### src/rtl/bram_port_arbiter.sv
// -----------------------------------------------------------------------------
// bram_port_arbiter
//
// Connects two independent requesters to the two ports of a true dual-port
// block RAM. Requester 0 always drives RAM port A and requester 1 always
// drives RAM port B. Both requests issue in the same cycle unless they
// collide. A collision is both valid, with the same address and at least one
// of them writing. On a collision only the requester named by a one-bit
// priority register is accepted. Priority then flips to the stalled side, so
// neither side waits more than one consecutive collision cycle.
//
// Reads have a fixed two-cycle latency. The RAM returns data the cycle after
// the read edge. That data is captured into a per-requester hold register and
// presented with rvalid one cycle later. The hold register keeps the last
// delivered word while rvalid is low.
//
// Ports
//   clk, rst            sole clock; asynchronous active-high reset
//   rN_valid/ready      requester N handshake (ready is combinational)
//   rN_addr/we/be/wdata requester N command
//   rN_rvalid/rdata     requester N read return (one-cycle pulse, held data)
//   {a,b}_addr/re/we/be/wd  RAM port command (A <- r0, B <- r1)
//   {a,b}_rd            RAM synchronous read data
//   coll_count          saturating count of collision cycles
// -----------------------------------------------------------------------------
module bram_port_arbiter #(
  parameter int unsigned ADDRWIDTH = 10,
  parameter int unsigned DATAWIDTH = 36,
  parameter int unsigned BYTEWIDTH = 9,
  localparam int unsigned NB = DATAWIDTH / BYTEWIDTH
) (
  input  logic                 clk,
  input  logic                 rst,

  // Requester 0
  input  logic                 r0_valid,
  output logic                 r0_ready,
  input  logic [ADDRWIDTH-1:0] r0_addr,
  input  logic                 r0_we,
  input  logic [NB-1:0]        r0_be,
  input  logic [DATAWIDTH-1:0] r0_wdata,
  output logic                 r0_rvalid,
  output logic [DATAWIDTH-1:0] r0_rdata,

  // Requester 1
  input  logic                 r1_valid,
  output logic                 r1_ready,
  input  logic [ADDRWIDTH-1:0] r1_addr,
  input  logic                 r1_we,
  input  logic [NB-1:0]        r1_be,
  input  logic [DATAWIDTH-1:0] r1_wdata,
  output logic                 r1_rvalid,
  output logic [DATAWIDTH-1:0] r1_rdata,

  // RAM port A (owned by requester 0)
  output logic [ADDRWIDTH-1:0] a_addr,
  output logic                 a_re,
  output logic                 a_we,
  output logic [NB-1:0]        a_be,
  output logic [DATAWIDTH-1:0] a_wd,
  input  logic [DATAWIDTH-1:0] a_rd,

  // RAM port B (owned by requester 1)
  output logic [ADDRWIDTH-1:0] b_addr,
  output logic                 b_re,
  output logic                 b_we,
  output logic [NB-1:0]        b_be,
  output logic [DATAWIDTH-1:0] b_wd,
  input  logic [DATAWIDTH-1:0] b_rd,

  // Status
  output logic [15:0]          coll_count
);

  logic                 collision;

  // 0: requester 0 wins the next collision, 1: requester 1 wins.
  logic                 prio_q, prio_d;
  logic [15:0]          coll_count_q, coll_count_d;

  // Bit 0: read issued last cycle (RAM data now on p_rd).
  // Bit 1: read issued two cycles ago (data now in the hold register).
  logic [1:0]           r0_pipe_q, r0_pipe_d;
  logic [1:0]           r1_pipe_q, r1_pipe_d;
  logic [DATAWIDTH-1:0] r0_hold_q, r0_hold_d;
  logic [DATAWIDTH-1:0] r1_hold_q, r1_hold_d;

  // Two reads of the same word are harmless on a dual-port RAM, so only a
  // write on either side makes a same-address pair a collision. A write with
  // all byte enables low still counts as a write here.
  always_comb begin : collision_detect
    collision = r0_valid & r1_valid & (r0_addr == r1_addr) & (r0_we | r1_we);
  end

  // Ready depends only on valids, addresses, write flags and prio, never on
  // byte enables or data, so requesters can build on it without timing loops.
  always_comb begin : grant
    r0_ready = 1'b0;
    r1_ready = 1'b0;
    if (!rst) begin
      r0_ready = !collision || (prio_q == 1'b0);
      r1_ready = !collision || (prio_q == 1'b1);
    end
  end

  // Issue is purely combinational. Address, byte enables and data pass
  // straight through; only the strobes are qualified by the handshake.
  always_comb begin : issue
    a_addr = r0_addr;
    a_be   = r0_be;
    a_wd   = r0_wdata;
    a_we   = r0_valid & r0_ready & r0_we;
    a_re   = r0_valid & r0_ready & ~r0_we;

    b_addr = r1_addr;
    b_be   = r1_be;
    b_wd   = r1_wdata;
    b_we   = r1_valid & r1_ready & r1_we;
    b_re   = r1_valid & r1_ready & ~r1_we;
  end

  always_comb begin : next_state
    // Hand priority to whoever was just stalled.
    prio_d = prio_q;
    if (collision) begin
      prio_d = ~prio_q;
    end

    coll_count_d = coll_count_q;
    if (collision && (coll_count_q != 16'hFFFF)) begin
      coll_count_d = coll_count_q + 16'd1;
    end

    r0_pipe_d = {r0_pipe_q[0], a_re};
    r1_pipe_d = {r1_pipe_q[0], b_re};

    // Capture RAM data in the cycle it is valid. Back-to-back reads overwrite
    // the hold register each cycle, which lines up with back-to-back rvalid.
    r0_hold_d = r0_hold_q;
    if (r0_pipe_q[0]) begin
      r0_hold_d = a_rd;
    end

    r1_hold_d = r1_hold_q;
    if (r1_pipe_q[0]) begin
      r1_hold_d = b_rd;
    end
  end

  always_ff @(posedge clk or posedge rst) begin : state_regs
    if (rst) begin
      prio_q       <= 1'b0;
      coll_count_q <= 16'h0000;
      r0_pipe_q    <= 2'b00;
      r1_pipe_q    <= 2'b00;
      r0_hold_q    <= '0;
      r1_hold_q    <= '0;
    end else begin
      prio_q       <= prio_d;
      coll_count_q <= coll_count_d;
      r0_pipe_q    <= r0_pipe_d;
      r1_pipe_q    <= r1_pipe_d;
      r0_hold_q    <= r0_hold_d;
      r1_hold_q    <= r1_hold_d;
    end
  end

  always_comb begin : outputs
    r0_rvalid  = r0_pipe_q[1];
    r1_rvalid  = r1_pipe_q[1];
    r0_rdata   = r0_hold_q;
    r1_rdata   = r1_hold_q;
    coll_count = coll_count_q;
  end

endmodule

### config.mk
export PLATFORM = sky130hd
export DESIGN_NAME = bram_port_arbiter
export DESIGN_NICKNAME = d
export VERILOG_FILES = /design/src/rtl/bram_port_arbiter.sv
export SDC_FILE = /design/constraint.sdc
export NUM_CORES = 1
export LEC_CHECK = 0
export CORE_AREA = 2 2 146 148
export CTS_CLUSTER_DIAMETER = 40
export DETAILED_ROUTE_END_ITERATION = 8
export DIE_AREA = 0 0 148 150
export PLACE_DENSITY_LB_ADDON = 0.15
export SETUP_SLACK_MARGIN = 0.15
export SYNTH_ARGS = -nofsm -noshare
export SYNTH_HDL_FRONTEND = slang
export SYNTH_SLANG_ARGS = --single-unit
### constraint.sdc
create_clock -name clk -period 3 [get_ports clk]
set_clock_uncertainty 0.15 [all_clocks]
set_input_delay 0.6 -clock clk [delete_from_list [all_inputs] [get_ports clk]]
set_output_delay 0.6 -clock clk [all_outputs]
set_load 0.02 [all_outputs]
# ---- Yosys cells after proc, flatten, opt, wreduce, memory -nomap -nowiden
# Cells that the tools add are included.
dict set report totals {
  reg_bits 93
  out_inout_bits 196
  word_cells 28
}
dict set report op_classes {
  n_addsub 1
  eq_ne 2
  n_mux 2
  bitwise_logic 13
  reduce_logical 4
}
# op n
set op_table {}
lappend op_table {{adder 16 x 1 -> 16 bit (second input constant)} 1}
lappend op_table {{!= test 16 bit (second input constant)} 1}
lappend op_table {{equality test 10 bit} 1}
lappend op_table {{bitwise AND 1 bit} 9}
lappend op_table {{inverter 1 bit} 3}
lappend op_table {{logical OR 1 bit} 2}
lappend op_table {{two-way mux 1 bit} 2}
lappend op_table {{logical AND 1 bit} 1}
lappend op_table {{logical NOT 1 bit} 1}
lappend op_table {{OR 1 bit} 1}

# ---- Logic depth before layout (Yosys ltp)
dict set report logic_depth {
  depth_word 8
  ltp_mapped 6
  depth_no_buf 6
}

# ---- Worst setup path before layout
# OpenSTA, ideal clock, no wires.
dict set report synth_path {
  path_type {input-to-output}
  from {in r1_we}
  to {out b_re}
  t_arrival_ps 1999
  required_ps 2250
  slack_ps 251
  stages 6
  path_buffers 1
  path_cell_list {o211ai_1 > nor4_1 > nand3_2 > buf_4 > nor2_1 > nor4b_1}
}
dict set report synth_via {
  elab_chain_len 7
  word_cells_on_any_way 8
  classes_between {mux (1); bitwise (5); reduce/logical (2)}
}
# element line_no
set synth_rtl {}
lappend synth_rtl {{start: declaration} 49} ;# input logic r1_we,
lappend synth_rtl {{OR 1 bit} 92} ;# collision = r0_valid & r1_valid & (r0_addr == r1_addr) & (r0_we | r1_we);
lappend synth_rtl {{bitwise AND 1 bit} 92}
lappend synth_rtl {{logical NOT 1 bit} 102} ;# r1_ready = !collision || (prio_q == 1'b1);
lappend synth_rtl {{logical OR 1 bit} 102}
lappend synth_rtl {{two-way mux 1 bit} 100} ;# if (!rst) begin
lappend synth_rtl {{bitwise AND 1 bit} 119} ;# b_re = r1_valid & r1_ready & ~r1_we;
lappend synth_rtl {{bitwise AND 1 bit (*)} 119}
lappend synth_rtl {{end: declaration} 65} ;# output logic b_re,
# Mark *: on every way between the ends. The rest lies on a longest branch, timed or not.

# ---- Worst setup path after layout
dict set report layout_path {
  from {in r0_addr[9]}
  to {out b_re}
}
dict set report layout_via {
  elab_chain_len 8
}
# element line_no
set layout_rtl {}
lappend layout_rtl {{start: declaration} 38} ;# input logic [ADDRWIDTH-1:0] r0_addr,
lappend layout_rtl {{equality test 10 bit} 92}
lappend layout_rtl {{bitwise AND 1 bit (2 in a row)} 92}
lappend layout_rtl {{logical NOT 1 bit} 102}
lappend layout_rtl {{logical OR 1 bit} 102}
lappend layout_rtl {{two-way mux 1 bit} 100}
lappend layout_rtl {{bitwise AND 1 bit (2 in a row)} 119}
# No other way between the ends.

==> impl_metrics.tcl <==
set metrics [dict create \
    insertion_delay_ps 350 \
    synth.most_common_cell "buf_4" \
    crit_chain "clkdlybuf4s50_1, xor2_1, nor3_2, nand3_4, nor2_4, nor4b_4, buf_4" \
    yosysUniqueCellTypes 26 \
    drtIter0Drc 105 \
    synth_nets 538 \
    vdd_drop_max_mv 0.267 \
    portBuffers 213 \
    clock_path_buffers 2 \
    path_clk_slew_ps 70 \
    holdWs_ps 342 \
    die_h_um 150 \
    grt_max_degree 38 \
    dp_hpwl_um 8970 \
    finalHoldViolCount 0 \
    max_freq_mhz 358 \
    antenna_left 0 \
    arrival_ps 2040 \
    cts_sinks 93 \
    fin_crit_ps 2790 \
    gp_congestion 0.759 \
    rows 53 \
    synth_top_area_frac 0.514 \
    grt_pass1_vias 3089 \
    cpPeakStageDelay_ps 500 \
    syn2layout_area_growth_pct 49.6 \
    finalSetupTns_ps 0 \
    start_util 0.219 \
    via_per_inst 3.95 \
    min_path_type "reg -> reg" \
    wl_per_cell_um 15.5 \
    synth-seq-area-share 0.514 \
    core_mm2 0.0207 \
    dieArea_mm2 0.0222 \
    crit_buf_inv 2 \
    io_pins 374 \
    synth_area_leaders "dfrtp_1, mux2_2, buf_4, xor2_1, nor4_1" \
    drt-pass1-iter-count 4 \
    cts_tree "built" \
    async_reset_ff_frac 1.00 \
    cts-root-buf "clkbuf_16" \
    syn-instance-count 359 \
    yosysTopAreaCell "dfrtp_1" \
    cts_max_level 3 \
    crit_type "in -> out" \
    ys_seq_elements 93 \
    cp_top_family "buffers and inverters" \
    syn_avg_cell_area_um2 12.6 \
    cts_buffers 9 \
    nets 675 \
    synth.cell_area_mm2 0.00452 \
    slew_violations 0 \
    dpl_cell_area_mm2 0.00639 \
    tightest_slew_ps 886 \
    ys.flop_type "dfrtp_1" \
    yosys_warnings 0 \
    antenna_cells 0 \
    power_uw 3800 \
    synth_edf_count 0 \
    p_per_area_mw_per_mm2 561 \
    leakage_uw 0.00284 \
    drcViolationCount 0 \
    relSlewSlack 0.409 \
    fill_cells 2085 \
    drv_cap 0 \
    grt-ovfl-total 0 \
    grt_pass1_wl_um 17700 \
    routed_wl_um 12000 \
    antenna_found_initial 0 \
    fin_util 0.327 \
    finalCritPeriodShare 0.930 \
    final_area_mm2 0.00677 \
    routed-via-count 3062 \
    final-setup-viol-count 0 \
    drive_above_1_share 0.272 \
    regArea_mm2 0.00233 \
    die_x_um 148 \
    critPathSlowestCell "clkdlybuf4s50_1" \
    required_ps 2250 \
    crit_path_start_kind "primary input" \
    multi_input_area_mm2 0.00147 \
    grtUsageTotal 0.104 \
    synthTopCellsByCount "buf_4, dfrtp_1, mux2_2" \
    status "completed" \
    rsz0062_at_grt "false" \
    cp_max_fo 3 \
    endpoint_kind "output pin" \
]
registers in the layout (all words and copies together) (netlist names):
register    count
r0_pipe_q       2
r1_pipe_q       2
r1_rdata       36
coll_count     16
r0_rdata       36
prio_q          1
power by group:
part	switching [uW]	internal, uW	total [uW]
registers	98.3	1440	1540
clock network	523	649	1170
logic	478	609	1090
layout make-up:
class	count	share of cell area
multi-input cells	152	0.217
well taps	275	0.0508
inverters	5	0.00333
flip-flops and latches	93	0.344
repair buffers	235	0.341
clock inverters	6	0.0107
clock buffers	9	0.0333
worst register-to-register path, cell delays in order, from the launching register on:
cell and delay [ps]:
dfrtp_1 440, ha_1 210, nand3_2 150, or3_4 410
nor3_4 370, nor2_2 100, mux2_2 280
path summary, 6_finish.rpt:
kind | from | endpoint | slack [ps] | cells after the start
min reg2reg | coll_count[5] | coll_count[5] | 340 | 1
max | r0_addr[9] | b_re | 210 | 7
max in group asynchronous | rst | r0_rdata[32] | 1290 | 4
max reg2reg | coll_count[0] | coll_count[1] | 770 | 6
min | coll_count[5] | coll_count[5] | 340 | 1
min in group asynchronous | rst | r0_rdata[22] | 770 | 3
layer usage:
metal  vias to the layer above  part of all wire  track usage
met2                       145              0.48        0.168
met4                         0             0.017       0.0443
met5                         -                 0            0
met3                        24             0.083       0.0369
met1                      1498              0.42        0.126
li1                       1395                 -            -
timing repair:
item,4_1_cts,5_1_grt
gates cloned,0,0
endpoints found under the setup margin,6,6
hold buffers,0,0
setup buffers,1,1
pin swaps,7,10
gates resized for setup,56,9
cells in the final DEF (no fill, tap or decap), drive strengths merged, types with 2 or more instances in the layout:
| master | synthesis | layout |
|---|---|---|
| clkdlybuf4s50 | 0 | 188 |
| xor2 | 18 | 18 |
| or3 | 2 | 2 |
| nor2 | 8 | 8 |
| nand4 | 4 | 4 |
| nand3 | 4 | 4 |
| xnor2 | 5 | 5 |
| nand2 | 7 | 7 |
| mux2 | 76 | 76 |
| clkbuf | 6 | 9 |
| buf | 103 | 28 |
| nor4b | 5 | 5 |
| nor3 | 8 | 8 |
| dfrtp | 93 | 93 |
| clkinvlp | 0 | 2 |
| clkinv | 0 | 3 |
| nor4 | 8 | 8 |
| dlygate4sd2 | 0 | 11 |
| nand2b | 2 | 2 |
| dlymetal6s2s | 0 | 8 |
| inv | 5 | 5 |
logic make-up (layout without fill, tap and decap cells):
group / Yosys count / after routing / share of synthesized area
muxes: 76 / 76 / 0.189
AOI/OAI and AO/OA: 1 / 1 / 0.00166
adders and majority gates: 1 / 1 / 0.00277
xor gates and xnor gates: 23 / 23 / 0.0445
buffers and inverters: 114 / 255 / 0.178
and+or+nand+nor: 51 / 51 / 0.0691
DFF: 93 / 93 / 0.514
through the flow:
step | instances | setup slack (ps)
finish | 775 | 210
global route | 775 | 151
CTS | 774 | 162
detailed placement | 758 | -505
global placement | 758 | -436
floorplan | 359 | 251
No activity file was read; power rests on OpenSTA's default activity.
